--- config.mk ---
export PLATFORM = sky130hd
export DESIGN_NAME = exec_unit_flat
export DESIGN_NICKNAME = d
export VERILOG_FILES = /design/src/rtl/exec_unit_pkg.sv /design/src/rtl/exec_unit_if.sv /design/src/rtl/exec_unit_decode.sv /design/src/rtl/exec_unit.sv /design/src/flat_wrapper.sv
export SDC_FILE = /design/constraint.sdc
export NUM_CORES = 1
export LEC_CHECK = 0
export ABC_CLOCK_PERIOD_IN_PS = 45500
export BUFFER_PORTS_ARGS = -buffer_cell sky130_fd_sc_hd__buf_2
export CORE_MARGIN = 1.5
export CORE_UTILIZATION = 32
export DETAILED_ROUTE_END_ITERATION = 16
export PLACE_DENSITY_LB_ADDON = 0.12
export SLEW_MARGIN = 15
export SYNTH_ARGS = -nofsm -noshare
export SYNTH_HDL_FRONTEND = slang
export SYNTH_HIERARCHICAL = 1
export SYNTH_SLANG_ARGS = --single-unit
--- constraint.sdc ---
create_clock -name clk -period 45.5 [get_ports clk]
set_clock_uncertainty 0.05 [all_clocks]
set_input_delay 13.65 -clock clk [delete_from_list [all_inputs] [get_ports clk]]
set_output_delay 13.65 -clock clk [all_outputs]
set_load 0.01 [all_outputs]
--- src/rtl/exec_unit_pkg.sv ---
// Shared constants for the exec_unit slice: opcodes, ALUOp classes, ALU operation codes,
// the main-control bundle and the funct3-to-operation mapping shared by R- and I-type.
package exec_unit_pkg;

    localparam logic [6:0] OP_RTYPE  = 7'b0110011;
    localparam logic [6:0] OP_IARITH = 7'b0010011;
    localparam logic [6:0] OP_LOAD   = 7'b0000011;
    localparam logic [6:0] OP_STORE  = 7'b0100011;
    localparam logic [6:0] OP_BRANCH = 7'b1100011;

    typedef enum logic [1:0] {
        ALUOP_MEM = 2'b00,
        ALUOP_BR  = 2'b01,
        ALUOP_R   = 2'b10,
        ALUOP_I   = 2'b11
    } aluop_e;

    localparam logic [3:0] ALU_AND  = 4'b0000;
    localparam logic [3:0] ALU_OR   = 4'b0001;
    localparam logic [3:0] ALU_ADD  = 4'b0010;
    localparam logic [3:0] ALU_XOR  = 4'b0011;
    localparam logic [3:0] ALU_SLL  = 4'b0100;
    localparam logic [3:0] ALU_SRL  = 4'b0101;
    localparam logic [3:0] ALU_SUB  = 4'b0110;
    localparam logic [3:0] ALU_SLT  = 4'b0111;
    localparam logic [3:0] ALU_SRA  = 4'b1000;
    localparam logic [3:0] ALU_SLTU = 4'b1001;

    typedef struct packed {
        logic   alu_src;
        logic   mem_to_reg;
        logic   reg_write;
        logic   mem_read;
        logic   mem_write;
        logic   branch;
        aluop_e alu_op;
    } ctrl_t;

    localparam ctrl_t CTRL_NONE = '{1'b0, 1'b0, 1'b0, 1'b0, 1'b0, 1'b0, ALUOP_MEM};

    // alt selects SUB for funct3 000 and SRA for funct3 101
    function automatic logic [3:0] alu_from_funct3(input logic [2:0] funct3, input logic alt);
        logic [3:0] op;
        case (funct3)
            3'b000:  op = alt ? ALU_SUB : ALU_ADD;
            3'b111:  op = ALU_AND;
            3'b110:  op = ALU_OR;
            3'b100:  op = ALU_XOR;
            3'b001:  op = ALU_SLL;
            3'b101:  op = alt ? ALU_SRA : ALU_SRL;
            3'b010:  op = ALU_SLT;
            3'b011:  op = ALU_SLTU;
            default: op = ALU_ADD;
        endcase
        return op;
    endfunction

endpackage

--- src/rtl/exec_unit_if.sv ---
// Operand/instruction bus into exec_unit and the control/result signals it produces.
interface exec_unit_if;
    logic [31:0] instruction;
    logic [63:0] rs1_data;
    logic [63:0] rs2_data;
    logic [63:0] imm;
    logic        ALUsrc;
    logic        MemtoReg;
    logic        RegWrite;
    logic        MemRead;
    logic        MemWrite;
    logic        Branch;
    logic [1:0]  ALUOp;
    logic [3:0]  ALUIn;
    logic [63:0] out;
    logic        zr;
    logic [63:0] out_q;
    logic        zr_q;

    modport master (
        output instruction, rs1_data, rs2_data, imm,
        input  ALUsrc, MemtoReg, RegWrite, MemRead, MemWrite, Branch,
        input  ALUOp, ALUIn, out, zr, out_q, zr_q
    );

    modport slave (
        input  instruction, rs1_data, rs2_data, imm,
        output ALUsrc, MemtoReg, RegWrite, MemRead, MemWrite, Branch,
        output ALUOp, ALUIn, out, zr, out_q, zr_q
    );
endinterface

--- src/rtl/exec_unit_decode.sv ---
// Main control decoder: maps the 7-bit opcode onto the main-control bundle.
module exec_decode
    import exec_unit_pkg::*;
(
    input  logic [6:0] opcode,
    output ctrl_t      ctrl
);

    // Opcode to control-signal table; unknown opcodes leave everything inactive
    always_comb begin
        ctrl = CTRL_NONE;
        case (opcode)
            OP_RTYPE:  ctrl = '{1'b0, 1'b0, 1'b1, 1'b0, 1'b0, 1'b0, ALUOP_R};
            OP_IARITH: ctrl = '{1'b1, 1'b0, 1'b1, 1'b0, 1'b0, 1'b0, ALUOP_I};
            OP_LOAD:   ctrl = '{1'b1, 1'b1, 1'b1, 1'b1, 1'b0, 1'b0, ALUOP_MEM};
            OP_STORE:  ctrl = '{1'b1, 1'b0, 1'b0, 1'b0, 1'b1, 1'b0, ALUOP_MEM};
            OP_BRANCH: ctrl = '{1'b0, 1'b0, 1'b0, 1'b0, 1'b0, 1'b1, ALUOP_BR};
            default:   ctrl = CTRL_NONE;
        endcase
    end

endmodule

--- src/rtl/exec_unit.sv ---
// Single-cycle RV64 execute slice: main decode, ALU control, 64-bit ALU and a
// registered copy of the result and zero flag.
module exec_unit
    import exec_unit_pkg::*;
(
    input  logic        clk,
    input  logic        reset,
    exec_unit_if.slave  bus
);

    ctrl_t       ctrl_s;
    logic [2:0]  funct3_s;
    logic [6:0]  funct7_s;
    logic [3:0]  alu_in_s;
    logic [63:0] x_s;
    logic [63:0] y_s;
    logic [63:0] alu_out_s;
    logic        zr_s;
    logic [63:0] out_q_r;
    logic        zr_q_r;

    exec_decode u_decode (
        .opcode (bus.instruction[6:0]),
        .ctrl   (ctrl_s)
    );

    assign funct3_s = bus.instruction[14:12];
    assign funct7_s = bus.instruction[31:25];

    // ALU control; I-type shifts only look at funct7[6:1] since bit 25 belongs to shamt
    always_comb begin
        alu_in_s = ALU_ADD;
        case (ctrl_s.alu_op)
            ALUOP_MEM: alu_in_s = ALU_ADD;
            ALUOP_BR:  alu_in_s = ALU_SUB;
            ALUOP_R:   alu_in_s = alu_from_funct3(funct3_s, funct7_s == 7'b0100000);
            ALUOP_I: begin
                if (funct3_s == 3'b000) begin
                    alu_in_s = ALU_ADD;
                end else begin
                    alu_in_s = alu_from_funct3(funct3_s, funct7_s[6:1] == 6'b010000);
                end
            end
            default:   alu_in_s = ALU_ADD;
        endcase
    end

    assign x_s = bus.rs1_data;
    assign y_s = ctrl_s.alu_src ? bus.imm : bus.rs2_data;

    // 64-bit ALU datapath
    always_comb begin
        alu_out_s = 64'd0;
        case (alu_in_s)
            ALU_AND:  alu_out_s = x_s & y_s;
            ALU_OR:   alu_out_s = x_s | y_s;
            ALU_ADD:  alu_out_s = x_s + y_s;
            ALU_XOR:  alu_out_s = x_s ^ y_s;
            ALU_SLL:  alu_out_s = x_s << y_s[5:0];
            ALU_SRL:  alu_out_s = x_s >> y_s[5:0];
            ALU_SUB:  alu_out_s = x_s - y_s;
            ALU_SLT:  alu_out_s = {63'd0, $signed(x_s) < $signed(y_s)};
            ALU_SRA:  alu_out_s = $signed(x_s) >>> y_s[5:0];
            ALU_SLTU: alu_out_s = {63'd0, x_s < y_s};
            default:  alu_out_s = 64'd0;
        endcase
    end

    assign zr_s = (alu_out_s == 64'd0);

    // Result register; reset wins over the per-cycle capture
    always_ff @(posedge clk) begin
        if (reset) begin
            out_q_r <= 64'd0;
            zr_q_r  <= 1'b0;
        end else begin
            out_q_r <= alu_out_s;
            zr_q_r  <= zr_s;
        end
    end

    assign bus.ALUsrc   = ctrl_s.alu_src;
    assign bus.MemtoReg = ctrl_s.mem_to_reg;
    assign bus.RegWrite = ctrl_s.reg_write;
    assign bus.MemRead  = ctrl_s.mem_read;
    assign bus.MemWrite = ctrl_s.mem_write;
    assign bus.Branch   = ctrl_s.branch;
    assign bus.ALUOp    = ctrl_s.alu_op;
    assign bus.ALUIn    = alu_in_s;
    assign bus.out      = alu_out_s;
    assign bus.zr       = zr_s;
    assign bus.out_q    = out_q_r;
    assign bus.zr_q     = zr_q_r;

endmodule

--- src/flat_wrapper.sv ---
// flat-port wrapper written by rule: the top's interface ports become plain ports
module exec_unit_flat import exec_unit_pkg::*;
  (clk, reset, bus_instruction, bus_rs1_data, bus_rs2_data, bus_imm, bus_ALUsrc, bus_MemtoReg, bus_RegWrite, bus_MemRead, bus_MemWrite, bus_Branch, bus_ALUOp, bus_ALUIn, bus_out, bus_zr, bus_out_q, bus_zr_q);
  exec_unit_if bus_i ();
  input  logic clk;
  input  logic reset;
  input wire logic [$bits(bus_i.instruction)-1:0] bus_instruction;
  input wire logic [$bits(bus_i.rs1_data)-1:0] bus_rs1_data;
  input wire logic [$bits(bus_i.rs2_data)-1:0] bus_rs2_data;
  input wire logic [$bits(bus_i.imm)-1:0] bus_imm;
  output wire logic [$bits(bus_i.ALUsrc)-1:0] bus_ALUsrc;
  output wire logic [$bits(bus_i.MemtoReg)-1:0] bus_MemtoReg;
  output wire logic [$bits(bus_i.RegWrite)-1:0] bus_RegWrite;
  output wire logic [$bits(bus_i.MemRead)-1:0] bus_MemRead;
  output wire logic [$bits(bus_i.MemWrite)-1:0] bus_MemWrite;
  output wire logic [$bits(bus_i.Branch)-1:0] bus_Branch;
  output wire logic [$bits(bus_i.ALUOp)-1:0] bus_ALUOp;
  output wire logic [$bits(bus_i.ALUIn)-1:0] bus_ALUIn;
  output wire logic [$bits(bus_i.out)-1:0] bus_out;
  output wire logic [$bits(bus_i.zr)-1:0] bus_zr;
  output wire logic [$bits(bus_i.out_q)-1:0] bus_out_q;
  output wire logic [$bits(bus_i.zr_q)-1:0] bus_zr_q;
  assign bus_i.instruction = bus_instruction;
  assign bus_i.rs1_data = bus_rs1_data;
  assign bus_i.rs2_data = bus_rs2_data;
  assign bus_i.imm = bus_imm;
  assign bus_ALUsrc = bus_i.ALUsrc;
  assign bus_MemtoReg = bus_i.MemtoReg;
  assign bus_RegWrite = bus_i.RegWrite;
  assign bus_MemRead = bus_i.MemRead;
  assign bus_MemWrite = bus_i.MemWrite;
  assign bus_Branch = bus_i.Branch;
  assign bus_ALUOp = bus_i.ALUOp;
  assign bus_ALUIn = bus_i.ALUIn;
  assign bus_out = bus_i.out;
  assign bus_zr = bus_i.zr;
  assign bus_out_q = bus_i.out_q;
  assign bus_zr_q = bus_i.zr_q;
  exec_unit u_core (.clk(clk), .reset(reset), .bus(bus_i));
endmodule
==> results of run 1 <==
## synth_stat cells, types with 20 or more instances
master	number	area (µm²)
nor3_1	64	320
a221oi_1	34	298
buf_1	42	158
xnor2_1	40	350
and3_1	20	125
o21ai_0	168	841
a21oi_1	269	1350
o2111ai_1	26	228
ha_1	194	2430
nor4_1	61	382
a32oi_1	20	175
inv_1	216	811
o211ai_1	60	450
nor2_1	239	897
mux2i_1	243	2430
a2111oi_0	22	193
o21bai_1	30	225
o221ai_1	27	236
nor2b_1	81	507
o31ai_1	50	375
a21o_1	37	278
a22oi_1	58	435
a31oi_1	36	225
nand4_1	57	357
nand2_1	297	1110
o22ai_1	63	394
nand3_1	80	400
clkbuf_1	162	608
o21a_1	20	150
buf_2	32	160
mux4_2	111	2500
a211oi_1	46	345
dfxtp_1	65	1300
## sequential cells by signal (all words and copies together) (netlist names)
signal	count
u_core/bus.out_q	64
u_core/bus.zr_q	1
## kinds of logic (layout without fill, tap and decap cells)
group / Yosys count / in the layout / share of synthesized area [%]
xor+xnor: 42 / 42 / 1.54
mux: 367 / 367 / 21.5
fa+ha+maj: 196 / 196 / 10.3
compound gates: 1139 / 1139 / 32.4
flops: 65 / 65 / 5.44
simple gates: 1016 / 1016 / 20.8
other cells: 0 / 5 / 0
buf+inv: 475 / 694 / 7.96
## routing by layer
metal,vias to the layer above,global-route usage [%]
li1,13100,-
met1,15200,52.9
met2,2248,63.0
met3,558,10.0
met4,8,29.9
met5,-,0
## metrics by stage
| stage | cells | hold WS (ps) | power [mW] |
|---|---|---|---|
| after floorplan | 3300 | 13900 | 0.297 |
| after global routing | 4488 | 13930 | 0.585 |
| after CTS | 4488 | 13890 | 0.551 |
| final | 4493 | 13880 | 0.567 |
| after detailed placement | 4472 | 13990 | 0.461 |
| after global placement | 4472 | 13990 | 0.462 |
## worst max-delay path by stage
| stage | to |
|---|---|
| final | bus_zr |
| after global routing | bus_zr |
| after CTS | bus_zr |
| after detailed placement | bus_zr |
| after global placement | bus_zr |
| after floorplan | bus_zr |
## tightest hold or removal path, stage by stage
cell	delay, ps
buf_2	90
buf_4	350
nor2b_1	180
## area by class of cell
class | instances | area (µm²)
clock inverters | 5 | 103
clock buffers | 11 | 243
flip-flops and latches | 65 | 1300
diodes | 5 | 12.5
fillers | 8130 | 47000
multi-input cells | 2760 | 20900
inverters | 225 | 851
well taps | 969 | 1210
repair buffers | 453 | 2530
## power breakdown
group | switching, mW | leakage [nW] | total, mW | internal [mW]
clock | 0.0336 | 0.166 | 0.0885 | 0.0549
combinational | 0.282 | 10.6 | 0.412 | 0.130
sequential | 0.00151 | 0.542 | 0.0664 | 0.0649
==> metrics.md, run 1 <==
| Metric | Value |
|---|---|
| CTS tree | `done` |
| Die height | `around 280 µm` |
| Hold Path End | `u_core/bus.out_q[11]` |
| Mapped Area | `about 0.024 mm²` |
| Largest net degree at the start of global routing | `93` |
| Synth unique cells | `101` |
| Design area | `0.0272 mm²` |
| Warnings, synthesis | `6` |
| ANT nets after route | `0` |
| Clock tree sinks | `65` |
| Worst Path Max Fanout | `41` |
| VDD IR max | `0.0174 mV` |
| First-pass GRT wire length | `232 mm` |
| CTS Hold Bufs | `0` |
| Layout Nets | `3936` |
| Area Growth Syn to Fin | `13.5%` |
| RSZ-0062 raised after global routing | `no` |
| Vias per cell | `6.93` |
| Slew HR | `under 10%` |
| Placer congestion estimate | `1.06` |
| Core Rows | `100` |
| Startpoint types | `input pin` |
| Crit Path Category | `input pin to output port` |
| F_max | `~28 MHz` |
| Critical path required time | `about 32000 ps` |
| Final Core Density | `36.6%` |
| Worst EP arrival | `22310 ps` |
| Commonest non-fill, non-tap cell in the layout | `buf_2` |
| Ys flop type | `dfxtp_1` |
| Hold WC Path Type | `input pin to register` |
| Setup violations, final | `0` |
| Synthesized area per cell | `roughly 7.3 µm²` |
| Most common cell on crit path | `buf_4` |
| CP delay by family, top | `simple AND/OR/NAND/NOR gates` |
| Initial Util | `32.2%` |
| Fin. Hold Viols | `0` |
| Met3 wire length | `approximately 18 mm` |
| Residual DRC count | `0` |
| Crit path depth | `27` |
| Root buffer cell | `clkbuf_16` |
| Die width | `276 µm` |
| GRT Residual Overflow | `0` |
| Number of CTS-inserted buffers | `9` |
| WL met2 | `69.8 mm` |
| Vias in the first global route | `28900` |
| WP buf/inv | `9` |
| Critical Path Max Stage Delay | `740 ps` |
| Final HPWL DP | `131 mm` |
| Final Cycle Share | `79.1%` |
| Crit path time final | `36010 ps` |
| Max layer used | `met5` |
| Bufs on Longest Clock Path | `2` |
| Max-Cap Viols | `0` |
| Setup Total Neg Slack | `0 ps` |
| DR vias | `31100` |
| Hold Crit Depth | `3` |
| IO buf count | `352` |
| Setup ws final | `9490 ps` |
| M1 wire length | `65.1 mm` |
| Asr flop ratio synth | `0%` |
| Most frequent cells in the layout | `352 x buf_2, 297 x nand2_1, 267 x a21oi_1` |
| Setup WS pre-CTS | `9430 ps` |
| CP startpoint | `bus_instruction[2]` |
| Crit end category | `output port` |
| Worst hold start | `reset` |
| Total GRT Usage | `a little over two fifths` |
| Mapped Cells | `3300` |
| Initial antenna violation count | `13` |
| Die Area | `0.0764 mm²` |
| Layout cells sized above 1 | `between 10% and 20%` |
| Core area | `0.0742 mm²` |
| Clock H-tree levels | `3` |
| DRT Wirelength | `167 mm` |
| EDFF count, synth | `0` |
| Post-CTS Setup Inserts | `0` |
| Pins Over Slew Limit | `0` |
| Seq cells post-synth | `65` |
| Reg clk slew, reported paths | `60 ps` |
| DRT iter0 DRCs | `4628` |
| Placed instance area | `0.0268 mm²` |
| Post-Synthesis Net Count | `3722` |
| # resized after CTS | `0` |
| Status | `completed` |
| Routed wire per std cell | `37.1 µm` |
| PD cells | `20.9 mW/mm²` |
| Register area share after synthesis | `under 10%` |
| CP max-delay cell | `or4_1` |
| Io pins | `368` |
| Worst-margin pin slew | `1350 ps` |
| First-pass DRT Iterations | `6` |
| Leakage | `around 11 nW` |
Power figures use the tool's default switching activity.
==> run 2, diff against run 1 <==
- ABC_CLOCK_PERIOD_IN_PS: 45500 -> 37000
- clock period: 45.5 -> 37 ns (I/O delays scaled with it)
==> metrics.md, run 2 (synthesis results as in run 1) <==
| Metric | Value |
|---|---|
| Fin. Hold Viols | `0 (unchanged)` |
| Total GRT Usage | `42.8% (+0.69 points)` |
| RSZ-0062 raised after global routing | `no` |
| Startpoint types | `input pin` |
| Initial Util | `32.2% (unchanged)` |
| Crit path cell chain | `buf_2 -> nand4bb_1 -> a211oi_4 -> buf_4 -> mux2i_4 -> buf_4 -> clkinv_2 -> buf_4 -> ha_1 -> a211oi_1 -> o21ai_0 -> a21boi_0 -> o21ai_1 -> a311o_1 -> a221o_1 -> a31oi_1 -> xnor2_1 -> a2111oi_1 -> nand4_1 -> nor4_1 -> buf_4 -> nand4_1 -> nor3_1 -> buf_2` |
| First-pass DRT Iterations | `9 (+3)` |
| Largest register FFs | `64 (unchanged)` |
| IO buf count | `352 (unchanged)` |
| CP max-delay cell | `a2111oi_1` |
| F_max | `between 30 and 40 MHz` |
| Slew HR | `11.9% (+2.5 points)` |
| Leakage | `11.3 nW (+0.31%)` |
| Switching share of power | `57.1% (+1.2 points)` |
| CTS tree | `done` |
| Placer congestion estimate | `1.05 (-1.5%)` |
| Post-CTS Setup Inserts | `0 (unchanged)` |
| Residual DRC count | `0 (unchanged)` |
| Internal power | `0.295 mW (+18%)` |
| First-pass GRT wire length | `234 mm (+0.98%)` |
| Clock tree sinks | `65 (unchanged)` |
| Critical path required time | `25850 ps (-5950 ps)` |
| Die width | `276 µm (unchanged)` |
| Hold WC Path Type | `input pin to register` |
| GRT Residual Overflow | `0 (unchanged)` |
| Commonest non-fill, non-tap cell in the layout | `buf_2` |
| # resized after CTS | `0 (unchanged)` |
| PD cells | `25.3 mW/mm² (+21%)` |
| Hold Crit Depth | `3 (unchanged)` |
| Number of CTS-inserted buffers | `9 (unchanged)` |
| DRT iter0 DRCs | `4447 (-3.9%)` |
| Setup WS pre-CTS | `5340 ps (-4090 ps)` |
| Layout Nets | `3948 (+0.30%)` |
| Layout cells sized above 1 | `18.9% (+0.19 points)` |
| Final Core Density | `36.6% (about the same)` |
| Pins Over Slew Limit | `0 (unchanged)` |
| Clock H-tree levels | `3 (unchanged)` |
| Area Growth Syn to Fin | `13.6% (about the same)` |
| Final hold slack | `11310 ps (-2560 ps)` |
| Reg power frac | `11.9% (+0.2 points)` |
| Setup Total Neg Slack | `0 ps (unchanged)` |
| CTS Hold Bufs | `0 (unchanged)` |
| Final Cycle Share | `86.0%` |
| FF/Latch Area | `0.00130 mm² (unchanged)` |
| Bufs on Longest Clock Path | `2 (unchanged)` |
| Most common cell on crit path | `buf_4` |
| Hold Path End | `u_core/bus.out_q[21]` |
| Die Area | `0.0764 mm² (unchanged)` |
| Root buffer cell | `clkbuf_16` |
| Setup ws final | `5160 ps (-4330 ps)` |
| Worst hold start | `reset` |
| Setup violations, final | `0 (unchanged)` |
| Io pins | `368 (unchanged)` |
| Clk pwr share | `13.7% (-1.9 points)` |
| Crit path time final | `between 30000 and 40000 ps` |
| Routed wire per std cell | `37.7 µm (+1.5%)` |
| ANT nets after route | `0 (unchanged)` |
| Largest net degree at the start of global routing | `93 (unchanged)` |
| Initial antenna violation count | `5 (-8)` |
| Final HPWL DP | `135 mm (+3.1%)` |
| Most frequent cells in the layout | `352 x buf_2, 297 x nand2_1, 267 x a21oi_1` |
| Die height | `276 µm (unchanged)` |
| Crit end category | `output port` |
| Combinational power share | `74.4% (+1.7 points)` |
| DRT Wirelength | `170 mm (+1.8%)` |
| Worst-margin pin slew | `1290 ps (-56.3 ps)` |
| VDD IR max | `0.0158 mV (-8.9%)` |
| Reg clk slew, reported paths | `60 ps (about the same)` |
| Vias in the first global route | `28700 (-0.73%)` |
| Crit Path Category | `input pin to output port` |
| Core area | `0.0742 mm² (unchanged)` |
| Max-Cap Viols | `0 (unchanged)` |
| Core Rows | `100 (unchanged)` |
| Worst EP arrival | `20690 ps (-1620 ps)` |
| Status | `completed` |
| Vias per cell | `6.91 (-0.23%)` |
| Worst Path Max Fanout | `54 (+32%)` |
| DR vias | `31100 (+0.0096%)` |
| # fillers | `8127 (-0.037%)` |
| Switching power | `0.393 mW (+24%)` |
| Area of the multi-input gates | `0.0209 mm² (-0.11%)` |
| Critical Path Max Stage Delay | `930 ps (+190 ps)` |
==> run 2: cell count changes in the layout (fill, tap and decap cells not counted), moves of 2 or more <==
cell / delta
a2111oi_2: -2
bufinv_16: -2
buf_4: +12
clkinv_2: +3
==> run 2: power by group through the flow <==
stage | clock network, mW | registers [mW] | logic (mW)
finish | 0.0945 | 0.0818 | 0.511
global route | 0.0988 | 0.0827 | 0.528
global placement | 0 | 0.0832 | 0.492
floorplan | 0 | 0.0892 | 0.276
CTS | 0.0975 | 0.0819 | 0.491
detailed placement | 0 | 0.0834 | 0.488
==> run 2: metrics by stage <==
stage                     power (mW)  instance area [µm²]  instances
after global routing           0.710                27200       4500
after floorplan                0.365                23900       3300
after CTS                      0.670                27200       4500
after detailed placement       0.572                26900       4484
after global placement         0.576                26900       4484
final                          0.687                27200       4504
==> run 2: worst max-delay path: cells and delay by family <==
kind	cells	cell delay (ps)
xor gates and xnor gates	1	100
muxes	1	310
AOI/OAI and AO/OA	9	4510
and+or+nand+nor	5	1290
adders and majority gates	1	300
buffers and inverters	7	2990
==> run 2: how the worst max path moves through the flow <==
stage	from	slack (ps)	cells after the start	to
5_1_grt	bus_instruction[2]	4550	23	bus_zr
4_1_cts	bus_instruction[2]	5300	23	bus_zr
6_report	bus_instruction[2]	5160	24	bus_zr
3_5_place_dp	bus_instruction[2]	5340	23	bus_zr
3_3_place_gp	bus_instruction[2]	5310	21	bus_zr
2_1_floorplan	bus_instruction[2]	7900	25	bus_zr
==> run 2: final cells by class <==
cell class | instances | area share (%)
Antenna cell | 4 | 0.0368
Clock buffer | 10 | 0.879
Clock inverter | 6 | 0.212
Inverter | 225 | 3.13
Multi-Input combinational cell | 2760 | 76.8
Sequential cell | 65 | 4.79
Tap cell | 969 | 4.46
Timing Repair Buffer | 465 | 9.65
==> run 2: per-layer routing <==
metal | track usage (%) | up-vias | part of all wire (%)
met5 | 0 | - | 0.017
met4 | 30.6 | 4 | 8.7
met3 | 9.30 | 560 | 9.8
met2 | 63.7 | 2215 | 42
met1 | 54.5 | 15200 | 40
li1 | - | 13100 | -
